**config.mk**
```make
export PLATFORM = sky130hd
export DESIGN_NAME = hazard_ctrl_flat
export DESIGN_NICKNAME = d
export VERILOG_FILES = /design/src/rtl/pcpu_pkg.sv /design/src/rtl/hazard_ctrl_if.sv /design/src/rtl/hazard_stage_reg.sv /design/src/rtl/hazard_ctrl.sv /design/src/flat_wrapper.sv
export SDC_FILE = /design/constraint.sdc
export NUM_CORES = 1
export LEC_CHECK = 0
export ABC_AREA = 1
export CAP_MARGIN = 0
export CORE_MARGIN = 2
export CORE_UTILIZATION = 47
export DETAILED_ROUTE_END_ITERATION = 8
export MAX_ROUTING_LAYER = met4
export PLACE_DENSITY = 0.8
export SYNTH_ARGS = -nofsm -noshare
export SYNTH_HDL_FRONTEND = slang
export SYNTH_SLANG_ARGS = --single-unit
```
**constraint.sdc**
```tcl
create_clock -name clk -period 2.4 [get_ports clk]
set_input_delay 0.36 -clock clk [delete_from_list [all_inputs] [get_ports clk]]
set_output_delay 0.36 -clock clk [all_outputs]
set_load 0.02 [all_outputs]
```
**src/rtl/pcpu_pkg.sv**
```systemverilog
// Shared types and constants for the PCPU hazard controller: mux3 select
// encodings and the per-stage producer record kept in the shadow pipeline.
package pcpu_pkg;

  localparam logic [1:0] FWD_RF  = 2'b00;
  localparam logic [1:0] FWD_WB  = 2'b01;
  localparam logic [1:0] FWD_MEM = 2'b10;

  localparam int STG_EX  = 0;
  localparam int STG_MEM = 1;
  localparam int STG_WB  = 2;
  localparam int NUM_STG = 3;

  typedef struct packed {
    logic       valid;
    logic [4:0] rd;
    logic       reg_write;
    logic       mem_read;
  } stage_info_t;

  localparam stage_info_t STAGE_BUBBLE = '0;

endpackage

```
**src/rtl/hazard_ctrl_if.sv**
```systemverilog
// Signal bundle between the pipeline datapath (master) and the hazard
// controller (slave): ID-stage operand info in, forwarding/stall/flush out.
interface hazard_ctrl_if #(
  parameter int CNT_W = 32
);
  logic             id_valid;
  logic [4:0]       id_rs1;
  logic [4:0]       id_rs2;
  logic             id_rs1_used;
  logic             id_rs2_used;
  logic [4:0]       id_rd;
  logic             id_reg_write;
  logic             id_mem_read;
  logic             ex_branch_taken;
  logic             mem_stall;
  logic [1:0]       fwd_a_sel;
  logic [1:0]       fwd_b_sel;
  logic             stall_if;
  logic             stall_id;
  logic             flush_id;
  logic             flush_ex;
  logic [CNT_W-1:0] stall_count;
  logic [CNT_W-1:0] flush_count;

  modport master (
    output id_valid, id_rs1, id_rs2, id_rs1_used, id_rs2_used,
           id_rd, id_reg_write, id_mem_read, ex_branch_taken, mem_stall,
    input  fwd_a_sel, fwd_b_sel, stall_if, stall_id, flush_id, flush_ex,
           stall_count, flush_count
  );

  modport slave (
    input  id_valid, id_rs1, id_rs2, id_rs1_used, id_rs2_used,
           id_rd, id_reg_write, id_mem_read, ex_branch_taken, mem_stall,
    output fwd_a_sel, fwd_b_sel, stall_if, stall_id, flush_id, flush_ex,
           stall_count, flush_count
  );
endinterface

```
**src/rtl/hazard_stage_reg.sv**
```systemverilog
// One shadow pipeline stage: holds while frozen, otherwise loads either the
// upstream record or a bubble.
module hazard_stage_reg
  import pcpu_pkg::*;
(
  input  logic        clk,
  input  logic        rst,
  input  logic        hold_i,
  input  logic        bubble_i,
  input  stage_info_t d_i,
  output stage_info_t q_o
);

  stage_info_t stage_q;
  stage_info_t stage_d;

  always_comb begin
    stage_d = stage_q;
    if (!hold_i) begin
      stage_d = bubble_i ? STAGE_BUBBLE : d_i;
    end
  end

  always_ff @(posedge clk or posedge rst) begin
    if (rst) begin
      stage_q <= STAGE_BUBBLE;
    end else begin
      stage_q <= stage_d;
    end
  end

  assign q_o = stage_q;

endmodule

```
**src/rtl/hazard_ctrl.sv**
```systemverilog
// Hazard controller for the 5-stage PCPU: registered EX operand forwarding
// selects, load-use stall, branch flush and stall/flush event counters.
module hazard_ctrl
  import pcpu_pkg::*;
#(
  parameter int CNT_W = 32
) (
  input logic          clk,
  input logic          rst,
  hazard_ctrl_if.slave bus
);

  localparam logic [CNT_W-1:0] CNT_ONE = {{(CNT_W-1){1'b0}}, 1'b1};

  stage_info_t      id_info;
  stage_info_t      stage_d [NUM_STG];
  stage_info_t      stage_q [NUM_STG];
  logic             load_use;
  logic             flush;
  logic             lu_stall;
  logic             ex_bubble;
  logic [1:0]       fwd_a_q, fwd_a_d;
  logic [1:0]       fwd_b_q, fwd_b_d;
  logic [CNT_W-1:0] stall_cnt_q, stall_cnt_d;
  logic [CNT_W-1:0] flush_cnt_q, flush_cnt_d;

  function automatic logic produces(input stage_info_t s, input logic [4:0] r);
    return s.valid && s.reg_write && (s.rd == r) && (r != 5'd0);
  endfunction

  // A load sitting in EX has no data yet; its consumer is held by load-use
  // and picks the value up from MEM on the re-evaluation.
  function automatic logic [1:0] fwd_sel(input logic [4:0] r, input logic used,
                                         input stage_info_t ex, input stage_info_t mem);
    logic [1:0] sel;
    sel = FWD_RF;
    if (used && produces(ex, r) && !ex.mem_read) begin
      sel = FWD_MEM;
    end else if (used && produces(mem, r)) begin
      sel = FWD_WB;
    end
    return sel;
  endfunction

  assign id_info = '{valid:     bus.id_valid,
                     rd:        bus.id_rd,
                     reg_write: bus.id_reg_write,
                     mem_read:  bus.id_mem_read};

  assign stage_d[STG_EX] = id_info;

  genvar gi;
  generate
    for (gi = 1; gi < NUM_STG; gi++) begin : g_chain
      assign stage_d[gi] = stage_q[gi-1];
    end
    for (gi = 0; gi < NUM_STG; gi++) begin : g_stage
      hazard_stage_reg u_stage (
        .clk      (clk),
        .rst      (rst),
        .hold_i   (bus.mem_stall),
        .bubble_i ((gi == STG_EX) ? ex_bubble : 1'b0),
        .d_i      (stage_d[gi]),
        .q_o      (stage_q[gi])
      );
    end
  endgenerate

  always_comb begin
    load_use = bus.id_valid && stage_q[STG_EX].mem_read &&
               ((bus.id_rs1_used && produces(stage_q[STG_EX], bus.id_rs1)) ||
                (bus.id_rs2_used && produces(stage_q[STG_EX], bus.id_rs2)));
  end

  assign flush     = bus.ex_branch_taken && !bus.mem_stall;
  assign lu_stall  = load_use && !flush;
  assign ex_bubble = load_use || flush;

  always_comb begin
    fwd_a_d     = fwd_a_q;
    fwd_b_d     = fwd_b_q;
    stall_cnt_d = stall_cnt_q;
    flush_cnt_d = flush_cnt_q;
    if (!bus.mem_stall) begin
      fwd_a_d = ex_bubble ? FWD_RF
                          : fwd_sel(bus.id_rs1, bus.id_rs1_used, stage_q[STG_EX], stage_q[STG_MEM]);
      fwd_b_d = ex_bubble ? FWD_RF
                          : fwd_sel(bus.id_rs2, bus.id_rs2_used, stage_q[STG_EX], stage_q[STG_MEM]);
      if (lu_stall) begin
        stall_cnt_d = stall_cnt_q + CNT_ONE;
      end
      if (flush) begin
        flush_cnt_d = flush_cnt_q + CNT_ONE;
      end
    end
  end

  always_ff @(posedge clk or posedge rst) begin
    if (rst) begin
      fwd_a_q     <= FWD_RF;
      fwd_b_q     <= FWD_RF;
      stall_cnt_q <= '0;
      flush_cnt_q <= '0;
    end else begin
      fwd_a_q     <= fwd_a_d;
      fwd_b_q     <= fwd_b_d;
      stall_cnt_q <= stall_cnt_d;
      flush_cnt_q <= flush_cnt_d;
    end
  end

  assign bus.fwd_a_sel   = fwd_a_q;
  assign bus.fwd_b_sel   = fwd_b_q;
  assign bus.stall_if    = bus.mem_stall || lu_stall;
  assign bus.stall_id    = bus.mem_stall || lu_stall;
  assign bus.flush_id    = flush;
  assign bus.flush_ex    = flush || lu_stall;
  assign bus.stall_count = stall_cnt_q;
  assign bus.flush_count = flush_cnt_q;

endmodule

```
**src/flat_wrapper.sv**
```systemverilog
// flat-port wrapper written by rule: the top's interface ports become plain ports
module hazard_ctrl_flat import pcpu_pkg::*;
#(
  parameter int CNT_W = 32
)
  (clk, rst, bus_id_valid, bus_id_rs1, bus_id_rs2, bus_id_rs1_used, bus_id_rs2_used, bus_id_rd, bus_id_reg_write, bus_id_mem_read, bus_ex_branch_taken, bus_mem_stall, bus_fwd_a_sel, bus_fwd_b_sel, bus_stall_if, bus_stall_id, bus_flush_id, bus_flush_ex, bus_stall_count, bus_flush_count);
  hazard_ctrl_if #(.CNT_W(CNT_W)) bus_i ();
  input logic clk;
  input logic rst;
  input wire logic [$bits(bus_i.id_valid)-1:0] bus_id_valid;
  input wire logic [$bits(bus_i.id_rs1)-1:0] bus_id_rs1;
  input wire logic [$bits(bus_i.id_rs2)-1:0] bus_id_rs2;
  input wire logic [$bits(bus_i.id_rs1_used)-1:0] bus_id_rs1_used;
  input wire logic [$bits(bus_i.id_rs2_used)-1:0] bus_id_rs2_used;
  input wire logic [$bits(bus_i.id_rd)-1:0] bus_id_rd;
  input wire logic [$bits(bus_i.id_reg_write)-1:0] bus_id_reg_write;
  input wire logic [$bits(bus_i.id_mem_read)-1:0] bus_id_mem_read;
  input wire logic [$bits(bus_i.ex_branch_taken)-1:0] bus_ex_branch_taken;
  input wire logic [$bits(bus_i.mem_stall)-1:0] bus_mem_stall;
  output wire logic [$bits(bus_i.fwd_a_sel)-1:0] bus_fwd_a_sel;
  output wire logic [$bits(bus_i.fwd_b_sel)-1:0] bus_fwd_b_sel;
  output wire logic [$bits(bus_i.stall_if)-1:0] bus_stall_if;
  output wire logic [$bits(bus_i.stall_id)-1:0] bus_stall_id;
  output wire logic [$bits(bus_i.flush_id)-1:0] bus_flush_id;
  output wire logic [$bits(bus_i.flush_ex)-1:0] bus_flush_ex;
  output wire logic [$bits(bus_i.stall_count)-1:0] bus_stall_count;
  output wire logic [$bits(bus_i.flush_count)-1:0] bus_flush_count;
  assign bus_i.id_valid = bus_id_valid;
  assign bus_i.id_rs1 = bus_id_rs1;
  assign bus_i.id_rs2 = bus_id_rs2;
  assign bus_i.id_rs1_used = bus_id_rs1_used;
  assign bus_i.id_rs2_used = bus_id_rs2_used;
  assign bus_i.id_rd = bus_id_rd;
  assign bus_i.id_reg_write = bus_id_reg_write;
  assign bus_i.id_mem_read = bus_id_mem_read;
  assign bus_i.ex_branch_taken = bus_ex_branch_taken;
  assign bus_i.mem_stall = bus_mem_stall;
  assign bus_fwd_a_sel = bus_i.fwd_a_sel;
  assign bus_fwd_b_sel = bus_i.fwd_b_sel;
  assign bus_stall_if = bus_i.stall_if;
  assign bus_stall_id = bus_i.stall_id;
  assign bus_flush_id = bus_i.flush_id;
  assign bus_flush_ex = bus_i.flush_ex;
  assign bus_stall_count = bus_i.stall_count;
  assign bus_flush_count = bus_i.flush_count;
  hazard_ctrl #(.CNT_W(CNT_W)) u_core (.clk(clk), .rst(rst), .bus(bus_i));
endmodule
```
==> results of run 1 <==
## worst reg2reg max path, cell delays in order (launching register included)
cell	delay, ps
dfrtp_1	440
ha_1	230
nand2_1	80
inv_1	90
nand3_1	160
nor2_1	120
nand2_1	70
nor2_1	310
nand2_1	90
nand2_1	70
nand2_1	50
nand2_1	60
nand2_1	50
## layer usage
metal / share of wire / vias to the layer above / track usage
li1: - / 2362 / -
met1: 0.43 / 2289 / 0.317
met2: 0.48 / 177 / 0.396
met3: 0.056 / 37 / 0.0313
met4: 0.037 / 0 / 0.118
met5: 0 / - / -
## power breakdown
| group | total, mW | leakage (nW) | internal [mW] | switching (mW) |
|---|---|---|---|---|
| clock | 1.23 | 0.115 | 0.689 | 0.541 |
| combinational | 0.485 | 1.86 | 0.222 | 0.263 |
| sequential | 1.58 | 1.12 | 1.47 | 0.109 |
## metrics by stage
step	std cells	setup TNS (ps)	power, mW	area, um2
after CTS	942	-51.3	3.30	6450
after detailed placement	927	-749	2.09	6210
after floorplan	681	0	1.84	4910
final	942	0	3.29	6440
after global placement	927	-574	2.07	6210
after global routing	942	0	3.43	6440
## repair_timing
item                                    CTS  global route
gates resized for setup                   5             6
endpoints found under the setup margin    3             3
endpoints found under the hold margin     0             0
## final cells by class
cell class,count,area [um2],share of cell area
inverter,73,278,0.0431
sequential,83,2080,0.323
tap,136,170,0.0264
timing repair buffer,122,1180,0.183
clock buffer,9,124,0.0192
multi-input combinational,513,2500,0.388
clock inverter,6,115,0.0179
## flip-flops by register name, summed over array words and instances, names as in the netlist
signal and count:
u_core.bus.flush_count 32, u_core.bus.fwd_a_sel 2, u_core.bus.fwd_b_sel 2, u_core.g_stage.u_stage.q_o 15, u_core.bus.stall_count 32
## cells by family after synthesis
| family | after synthesis | synth area share |
|---|---|---|
| buf+inv | 85 | 0.0676 |
| simple gates | 425 | 0.368 |
| compound gates | 31 | 0.0380 |
| flops | 83 | 0.423 |
| fa+ha+maj | 2 | 0.00510 |
| xor+xnor | 55 | 0.0982 |
## worst min-delay path by stage
stage / startpoint / endpoint / slack, ps / cells after the start
6_report: rst / u_core.bus.stall_count[31] / 460 / 3
5_1_grt: u_core.bus.flush_count[17] / u_core.bus.flush_count[17] / 520 / 1
4_1_cts: rst / u_core.bus.stall_count[31] / 480 / 3
3_5_place_dp: u_core.bus.fwd_a_sel[1] / u_core.bus.fwd_a_sel[1] / 470 / 2
3_3_place_gp: u_core.g_stage[1].u_stage.q_o[7] / u_core.g_stage[1].u_stage.q_o[7] / 470 / 2
2_1_floorplan: u_core.g_stage[1].u_stage.q_o[1] / u_core.g_stage[1].u_stage.q_o[1] / 450 / 2
## cells in the final DEF, fill, tap and decap left out, drive strengths merged, types with 2 or more instances in the layout
master,netlist,routed
clkinvlp,0,2
inv,73,72
ha,2,2
clkdlybuf4s50,0,91
nand2,273,273
o22ai,8,8
xnor2,23,23
a21oi,3,3
clkbuf,4,11
nand4,16,16
buf,8,28
or2,5,5
xor2,32,32
o2111ai,3,3
dfrtp,83,83
nor2,71,71
nor3,28,28
clkinv,0,2
o21ai,14,14
nand3b,7,7
bufinv,0,3
nand3,21,21
==> metrics.md, run 1 <==
| Metric | Value |
|---|---|
| Outcome | `completed` |
| Core area | `10200 um2` |
| Number of antenna diodes | `0` |
| Setup CP Type | `input port to primary output` |
| HPWL Detailed | `9650 um` |
| Unrepaired setup endpoints after global routing | `no` |
| Crit Path Max Fanout | `3` |
| Hold buffer count at CTS | `0` |
| Die Ht | `106 um` |
| DR iter-0 viols | `229` |
| Worst EP arrival | `1870 ps` |
| CTS Buffer Depth | `2` |
| Worst setup endpoint | `bus_stall_id` |
| Clk slew on worst S/H paths | `90 ps` |
| Inserted Clock Buffers | `9` |
| Leak | `3.09 nW` |
| Top_reg_cell synth | `dfrtp_1` |
| Synthesized area | `4900 um2` |
| CTS tree | `built` |
| Maximum VDD drop | `0.000278 V` |
| Setup slack after layout | `167 ps` |
| GRT overflow | `0` |
| Crit. End Element | `primary output` |
| GP Congestion | `0.972` |
| Most frequent cell after synthesis | `nand2_1` |
| Post-Synthesis Cells | `681` |
| Final period util | `0.931` |
| First-pass DRT Iterations | `6` |
| Syn Nets | `707` |
| Via count | `4865` |
| Pwr Density | `511 nW/um2` |
| Post-synth EDFFs | `0` |
| Cell at the root of the clock tree | `clkbuf_8` |
| Share of layout cells above drive strength 1 | `0.0794` |
| Cell variety after synth | `33` |
| Starting Density | `0.479` |
| Fillers | `900` |
| Post-route DRC | `0` |
| # port buffers | `95` |
| Yosys warns | `0` |
| Initial antenna violation count | `0` |
| Post-synthesis sequential area ratio | `0.423` |
| Worst Hold Class | `input port to async pin` |
| Critical path launch point type | `input port` |
| Critical Path Max Stage Delay | `450 ps` |
| Reg2Reg Setup Slack | `510 ps` |
| Reg-to-Reg End | `u_core.bus.stall_count[20]` |
| Vias in the first global route | `4718` |
| GRT Overall Usage | `0.249` |
| Final core utilization | `0.629` |
| Synth top area cells | `dfrtp_1 42%, nand2_1 21%, xor2_1 5.7%` |
| Largest net degree at the start of global routing | `84` |
| Worst R2R Path Depth | `12` |
| Routed WL | `12900 um` |
| Required time worst endpoint | `2040 ps` |
| Buffers & Inverters on Critical Path | `2` |
| Max Cap Viol | `0` |
| Avg Cell Area, Syn | `7.20 um2` |
| Die area | `11300 um2` |
| Routed len/inst | `13.7 um` |
| Post-synthesis sequential element count | `83` |
| Fraction of registers with async set/reset | `1.00` |
| Reg2Reg Launch Point | `u_core.bus.stall_count[0]` |
| Cell Rows | `37` |
| Worst hold slack | `459 ps` |
| Period minus WS final | `2230 ps` |
| Die W | `106 um` |
| Pre-CTS setup slack | `-254 ps` |
| Achievable Freq | `0.448 GHz` |
| WP depth | `9` |
| First-pass GRT wire length | `22000 um` |
| Synth top cells by count | `271 x nand2_1, 83 x dfrtp_1, 71 x inv_1` |
| Post-route ant nets | `0` |
| Worst Setup SP | `bus_id_rs2[1]` |
| Post-CTS setup buffers | `0` |
| Clock sinks | `83` |
| Crit path cell chain | `clkdlybuf4s50_1, or2_2, nor2_1, nor2_1, nand2_1, nand2_1, nand3_1, nand2_1, clkbuf_2` |
| Max-slew violation total from the final report | `0` |
| CP max-delay cell | `clkdlybuf4s50_1` |
| Clock Skew | `13.6 ps` |
| CP most frequent cell | `nand2_1` |
| Synth area leader | `dfrtp_1` |
| Area delta synth->final | `31.3%` |
| Final #Nets | `828` |
| Worst-Skew Late Latency | `370 ps` |
| Hold Vio Cnt, Final | `0` |
| I/O pins | `96` |
| Final setup viols | `0` |
| Yosys top cell area share | `0.423` |
| Top cell family by delay on the critical path | `simple AND/OR/NAND/NOR gates` |
| Clock H-tree levels | `3` |
| Worst slew margin | `0.476` |
| Vias per inst | `5.16` |
| Worst-margin pin slew | `779 ps` |
(Power assumes the default switching activity.)
==> run 2, diff against run 1 <==
- ABC_AREA: 1 -> default
- CORE_UTILIZATION: 47 -> 45
- CTS_BUF_LIST: default -> sky130_fd_sc_hd__clkbuf_16
- PLACE_DENSITY: 0.8 -> 0.79
==> metrics.md, run 2 <==
| Metric | Value |
|---|---|
| Outcome | `completed` |
| Met3 usage | `0.0277 (-0.00361)` |
| Max-slew violation total from the final report | `0 (unchanged)` |
| Met1 Use GR | `0.275 (-0.0429)` |
| Worst slew margin | `0.694 (+0.218)` |
| Most frequent cell after synthesis | `dfrtp_1` |
| Post-synthesis sequential element count | `83 (unchanged)` |
| Worst Hold Class | `flop to flop` |
| Die area | `9740 um2 (-14%)` |
| Cell at the root of the clock tree | `clkbuf_16` |
| GRT overflow | `0 (unchanged)` |
| Hold Vio Cnt, Final | `0 (unchanged)` |
| Syn Nets | `392 (-45%)` |
| HPWL Detailed | `6890 um (-29%)` |
| Synth top area cells | `dfrtp_1 51%, xnor2_1 9.6%, xor2_1 8.3%` |
| I/O pins | `96 (unchanged)` |
| Largest net degree at the start of global routing | `84 (unchanged)` |
| Core area | `8720 um2 (-15%)` |
| Post-Synthesis Cells | `366 (-46%)` |
| Vias in the first global route | `3192 (-32%)` |
| Achievable Freq | `0.433 GHz (-3.4%)` |
| Routed len/inst | `15.3 um (+11%)` |
| Post-synthesis sequential area ratio | `0.515 (+0.0914)` |
| Worst-margin pin slew | `460 ps (-319 ps)` |
| Vias per inst | `5.28 (+2.2%)` |
| Share of layout cells above drive strength 1 | `0.181 (+0.102)` |
| Top_reg_cell synth | `dfrtp_1` |
| Required time worst endpoint | `2040 ps (about the same)` |
| First-pass DRT Iterations | `4 (-2)` |
| Worst EP arrival | `1950 ps (+80 ps)` |
| Clock H-tree levels | `3 (unchanged)` |
| CP max-delay cell | `dfrtp_1` |
| Maximum VDD drop | `0.000403 V (+45%)` |
| Main combinational cell family by area after synthesis | `simple AND/OR/NAND/NOR gates` |
| Via count | `3245 (-33%)` |
| Post-Synth Simple-Gate Area | `0.210 (-0.158)` |
| Final #Nets | `528 (-36%)` |
| Leak | `2.58 nW (-16%)` |
| Die Ht | `98.7 um (-7.0%)` |
| Number of antenna diodes | `0 (unchanged)` |
| Buffers & Inverters on Critical Path | `1 (-1)` |
| Inserted Clock Buffers | `9 (unchanged)` |
| Fraction of registers with async set/reset | `1.00 (unchanged)` |
| Fillers | `686 (-24%)` |
| Post-route cell area | `5770 um2 (-10%)` |
| Reg2Reg Setup Slack | `430 ps (-80 ps)` |
| Clock sinks | `83 (unchanged)` |
| Pwr Density | `629 nW/um2 (+23%)` |
| Post-route DRC | `0 (unchanged)` |
| Routed WL | `9400 um (-27%)` |
| Area delta synth->final | `43.0%` |
| Post-route ant nets | `0 (unchanged)` |
| Crit path cell chain | `xnor2_2, and4_1, and4_4, nor2_1, or2_4, o21bai_4, buf_6` |
| Synth area leader | `dfrtp_1` |
| Yosys warns | `0 (unchanged)` |
| Die W | `98.7 um (-7.0%)` |
| Synthesized area | `4030 um2 (-18%)` |
| First-pass GRT wire length | `15600 um (-29%)` |
| GR Util met2 | `0.330 (-0.0659)` |
| Most frequent cells in the layout | `82 x clkdlybuf4s50_1, 82 x dfrtp_1, 42 x xnor2_1, 38 x xor2_1, 37 x buf_4` |
| Placed instance area | `5350 um2 (-14%)` |
| Period minus WS final | `2310 ps (+78.5 ps)` |
| Critical path launch point type | `flop` |
| Top Usage Layer GRT | `met2` |
| Initial antenna violation count | `0 (unchanged)` |
| Setup CP Type | `flop to primary output` |
| Final setup viols | `0 (unchanged)` |
| Synth Area in Compound Gates | `0.0440 (+0.00603)` |
| GP Congestion | `0.943 (-3.0%)` |
| Critical Path Max Stage Delay | `410 ps (-40 ps)` |
| Yosys top cell area share | `0.515 (+0.0914)` |
| Starting Density | `0.463 (-0.0168)` |
| DR iter-0 viols | `111 (-52%)` |
| Final period util | `0.963 (+0.0327)` |
| Post-synthesis mux area share | `0.0251 (+0.0251)` |
| Top cell family by delay on the critical path | `simple AND/OR/NAND/NOR gates` |
| CTS tree | `built` |
| Post-Synth XOR/XNOR Area | `0.178 (+0.0798)` |
| Final core utilization | `0.661 (+0.0319)` |
| Crit. End Element | `primary output` |
| Cell variety after synth | `43 (+30%)` |
| # port buffers | `95 (unchanged)` |
| GRT Overall Usage | `0.204 (-0.0448)` |
| Synth Area in Adders | `0.00620 (+0.00110)` |
| Unrepaired setup endpoints after global routing | `no` |
| Avg Cell Area, Syn | `11.0 um2 (+53%)` |
| Clock Skew | `7.99 ps (-5.59 ps)` |
| Worst-Skew Late Latency | `320 ps (-50 ps)` |
| Cell Rows | `34 (-8.1%)` |
| Clk slew on worst S/H paths | `60 ps (-30 ps)` |
| Crit Path Max Fanout | `2 (-1)` |
| CTS Buffer Depth | `2 (unchanged)` |
| Synth top cells by count | `83 x dfrtp_1, 44 x xnor2_1, 38 x xor2_1` |
| Max Cap Viol | `0 (unchanged)` |
| Post-synth EDFFs | `0 (unchanged)` |
==> run 2: final timing paths <==
kind	from	endpoint	cells after the start
setup / recovery	u_core.g_stage[0].u_stage.q_o[6]	bus_stall_if	7
hold / removal	u_core.bus.flush_count[31]	u_core.bus.flush_count[31]	1
setup reg to reg	u_core.g_stage[0].u_stage.q_o[3]	u_core.bus.stall_count[1]	8
hold reg to reg	u_core.bus.flush_count[31]	u_core.bus.flush_count[31]	1
max in group asynchronous	rst	u_core.g_stage[0].u_stage.q_o[5]	3
min in group asynchronous	rst	u_core.bus.fwd_a_sel[0]	3
==> run 2: layout make-up <==
type                    instances  area [um2]  share of cell area
clock buffers                   9         225              0.0391
clock inverters                 7         116              0.0202
inverters                       8        33.8             0.00586
multi-input cells             265        1900               0.330
flip-flops and latches         83        2080               0.360
well taps                     108         135              0.0234
repair buffers                135        1270               0.221
==> run 2: through the flow <==
stage / std cells / hold slack (ps) / setup TNS [ps] / total power [mW] / worst slack [ps]
after floorplan: 366 / 455 / 0 / 1.82 / 41.0
final: 615 / 461 / 0 / 3.63 / 88.3
after CTS: 614 / 470 / 0 / 3.66 / 47.4
after detailed placement: 592 / 462 / -1650 / 2.08 / -598
after global routing: 615 / 483 / 0 / 3.77 / 7.94
after global placement: 592 / 457 / -1520 / 2.06 / -544
==> run 2: cell families (layout without fill, tap and decap cells) <==
| kind of cell | Yosys count | in the layout |
|---|---|---|
| fa+ha+maj | 2 | 2 |
| compound gates | 21 | 21 |
| mux | 9 | 9 |
| buf+inv | 18 | 159 |
| flops | 83 | 83 |
| simple gates | 151 | 151 |
| xor+xnor | 82 | 82 |
==> run 2: repair_timing <==
action                     4_1_cts  5_1_grt
setup endpoints to repair        3        3
buffers inserted                 6        1
hold buffers                     0        0
pin swaps                        7        4
resized for setup               27        6
==> run 2: per-layer routing <==
| metal | vias up | wire length, um |
|---|---|---|
| met5 | - | 0 |
| met4 | 0 | 123 |
| met3 | 17 | 341 |
| met2 | 75 | 4580 |
| met1 | 1612 | 4350 |
| li1 | 1541 | - |
==> run 2: power breakdown <==
part / leakage [nW] / total [mW] / switching, mW / internal [mW]
logic: 1.30 / 0.502 / 0.230 / 0.272
clock network: 0.171 / 1.55 / 0.537 / 1.02
registers: 1.11 / 1.57 / 0.103 / 1.47
total: 2.58 / 3.63 / 0.870 / 2.76
==> run 3, diff against run 2 <==
- PLACE_DENSITY: 0.79 -> 0.76
==> metrics.md, run 3 (synthesis gave the netlist of run 2 again) <==
| Metric | Value |
|---|---|
| DP Cell Count | `595 (+0.51%)` |
| Final #Nets | `533 (+0.95%)` |
| Worst-Skew Late Latency | `330 ps (about the same)` |
| First-pass DRT Iterations | `4 (unchanged)` |
| Setup slack after layout | `65.5 ps (-22.8 ps)` |
| Commonest non-fill, non-tap cell in the layout | `clkdlybuf4s50_1` |
| GP Congestion | `0.904 (-4.2%)` |
| Final period util | `0.973 (+0.00951)` |
| Starting Density | `0.463 (unchanged)` |
| CTS Buffer Depth | `2 (unchanged)` |
| Via count | `3201 (-1.4%)` |
| Die W | `98.7 um (unchanged)` |
| WP depth | `7 (unchanged)` |
| Hold Vio Cnt, Final | `0 (unchanged)` |
| HPWL Detailed | `6850 um (-0.55%)` |
| Share of layout cells above drive strength 1 | `0.188 (+0.00604)` |
| Crit. End Element | `primary output` |
| Reg2Reg Setup Slack | `380 ps (-50 ps)` |
| Post-route ant nets | `0 (unchanged)` |
| Outcome | `completed` |
| Post-route cell area | `5770 um2 (about the same)` |
| Critical Path Max Stage Delay | `390 ps (-20 ps)` |
| Final setup viols | `0 (unchanged)` |
| Buffers & Inverters on Critical Path | `1 (unchanged)` |
| Total power | `3.52 mW (-3.1%)` |
| Area delta synth->final | `43.0% (about the same)` |
| Worst EP arrival | `1970 ps (+20 ps)` |
| Placed instance area | `5370 um2 (+0.42%)` |
| Fillers | `701 (+2.2%)` |
| Top cell family by delay on the critical path | `simple AND/OR/NAND/NOR gates` |
| Achievable Freq | `0.428 GHz (-0.98%)` |
| Pre-CTS setup slack | `-633 ps (-35.5 ps)` |
| DR iter-0 viols | `126 (+14%)` |
| Crit Path Max Fanout | `2 (unchanged)` |
| Number of antenna diodes | `0 (unchanged)` |
| Worst slew margin | `0.701 (+0.00764)` |
| Cell Rows | `34 (unchanged)` |
| Routed len/inst | `15.3 um (-0.18%)` |
| Clk slew on worst S/H paths | `60 ps (about the same)` |
| Pwr Density | `610 nW/um2 (-3.1%)` |
| Clock Skew | `10.8 ps (+2.82 ps)` |
| Max-slew violation total from the final report | `0 (unchanged)` |
| First-pass GRT wire length | `15800 um (+1.1%)` |
| Worst Hold Class | `flop to flop` |
| Post-route DRC | `0 (unchanged)` |
| Vias in the first global route | `3212 (+0.63%)` |
| Reg-to-Reg End | `u_core.bus.stall_count[16]` |
| Die area | `9740 um2 (unchanged)` |
| GRT Overall Usage | `0.207 (+0.00242)` |
| Hold Startpoint | `u_core.bus.flush_count[31]` |
| Routed WL | `9460 um (+0.63%)` |
| Reg2Reg Launch Point | `u_core.g_stage[0].u_stage.q_o[6]` |
| Clock H-tree levels | `3 (unchanged)` |
| CP max-delay cell | `dfrtp_1` |
| GRT overflow | `0 (unchanged)` |
| I/O pins | `96 (unchanged)` |
| # port buffers | `95 (unchanged)` |
| Most frequent cells in the layout | `83 x clkdlybuf4s50_1, 82 x dfrtp_1, 44 x buf_4, 43 x xnor2_1, 38 x xor2_1` |
| CTS tree | `built` |
| Period minus WS final | `2330 ps (+22.8 ps)` |
| Maximum VDD drop | `0.000328 V (-19%)` |
| Clock sinks | `83 (unchanged)` |
| Leak | `2.59 nW (+0.25%)` |
| Max Cap Viol | `0 (unchanged)` |
| Vias per inst | `5.16 (-2.2%)` |
| Core area | `8720 um2 (unchanged)` |
| Worst R2R Path Depth | `9 (+1)` |
| Hold buffer count at CTS | `0 (unchanged)` |
| Inserted Clock Buffers | `9 (unchanged)` |
| Endpoint, Worst Hold | `u_core.bus.flush_count[31]` |
| Finished Layout Cells | `620 (+0.81%)` |
| Die Ht | `98.7 um (unchanged)` |
| Largest net degree at the start of global routing | `84 (unchanged)` |
| Setup CP Type | `flop to primary output` |
| Final core utilization | `0.661 (about the same)` |
| Hold path depth | `1 (unchanged)` |
| Critical path launch point type | `flop` |
| Worst-margin pin slew | `448 ps (-11.5 ps)` |
| Required time worst endpoint | `2040 ps (about the same)` |
| Crit path cell chain | `xnor2_1, and4_1, and4_4, nor2_1, or2_4, o21bai_4, buf_4` |
| Cell at the root of the clock tree | `clkbuf_16` |
| Initial antenna violation count | `0 (unchanged)` |
==> run 3: per-stage QoR <==
stage / TNS [ps] / hold WS (ps)
global route: -9.00 / 490
floorplan: 0 / 455
CTS: 0 / 473
finish: 0 / 472
global placement: -1510 / 458
detailed placement: -1770 / 465
==> run 3: repair_timing <==
item / in CTS / in global routing
pin swaps: 7 / 2
buffers inserted: 8 / 1
endpoints found under the setup margin: 3 / 3
gates resized for setup: 23 / 6
==> run 3: layer usage <==
layer  wire length [um]  up-vias  global-route usage
met4                123        0              0.0537
met2               4630       82               0.327
met3                392       11              0.0340
met1               4310     1552               0.280
met5                  0        -                   -
li1                   -     1556                   -
==> run 3: worst register-to-register path: cells and delay by family, from the launching register on <==
kind                      cells  cell delay, ps
AOI/OAI and AO/OA             1              60
xor gates and xnor gates      2             390
buffers and inverters         3             350
DFF                           1             390
and+or+nand+nor               3             770
==> run 3: worst max path at each step <==
| stage | endpoint | slack [ps] | from |
|---|---|---|---|
| final | bus_stall_id | 70 | u_core.g_stage[0].u_stage.q_o[6] |
| after global routing | bus_stall_id | -5 | u_core.g_stage[0].u_stage.q_o[5] |
| after CTS | bus_stall_id | 8 | u_core.g_stage[0].u_stage.q_o[6] |
| after detailed placement | bus_stall_id | -630 | bus_id_rs2[4] |
| after global placement | bus_stall_id | -540 | bus_id_rs2[4] |
| after floorplan | bus_stall_if | 40 | u_core.g_stage[0].u_stage.q_o[6] |
==> run 3: area by class of cell <==
| type | count | area, um2 | share of cell area |
|---|---|---|---|
| tap | 108 | 135 | 0.0234 |
| timing repair buffer | 140 | 1310 | 0.227 |
| sequential | 83 | 2080 | 0.360 |
| multi-input combinational | 265 | 1900 | 0.329 |
| clock buffer | 9 | 225 | 0.0390 |
| clock inverter | 7 | 90.1 | 0.0156 |
| inverter | 8 | 33.8 | 0.00586 |
==> run 3: report_power, final <==
part | internal (mW) | switching [mW]
combinational | 0.268 | 0.227
clock | 0.907 | 0.540
sequential | 1.47 | 0.104
total | 2.65 | 0.871
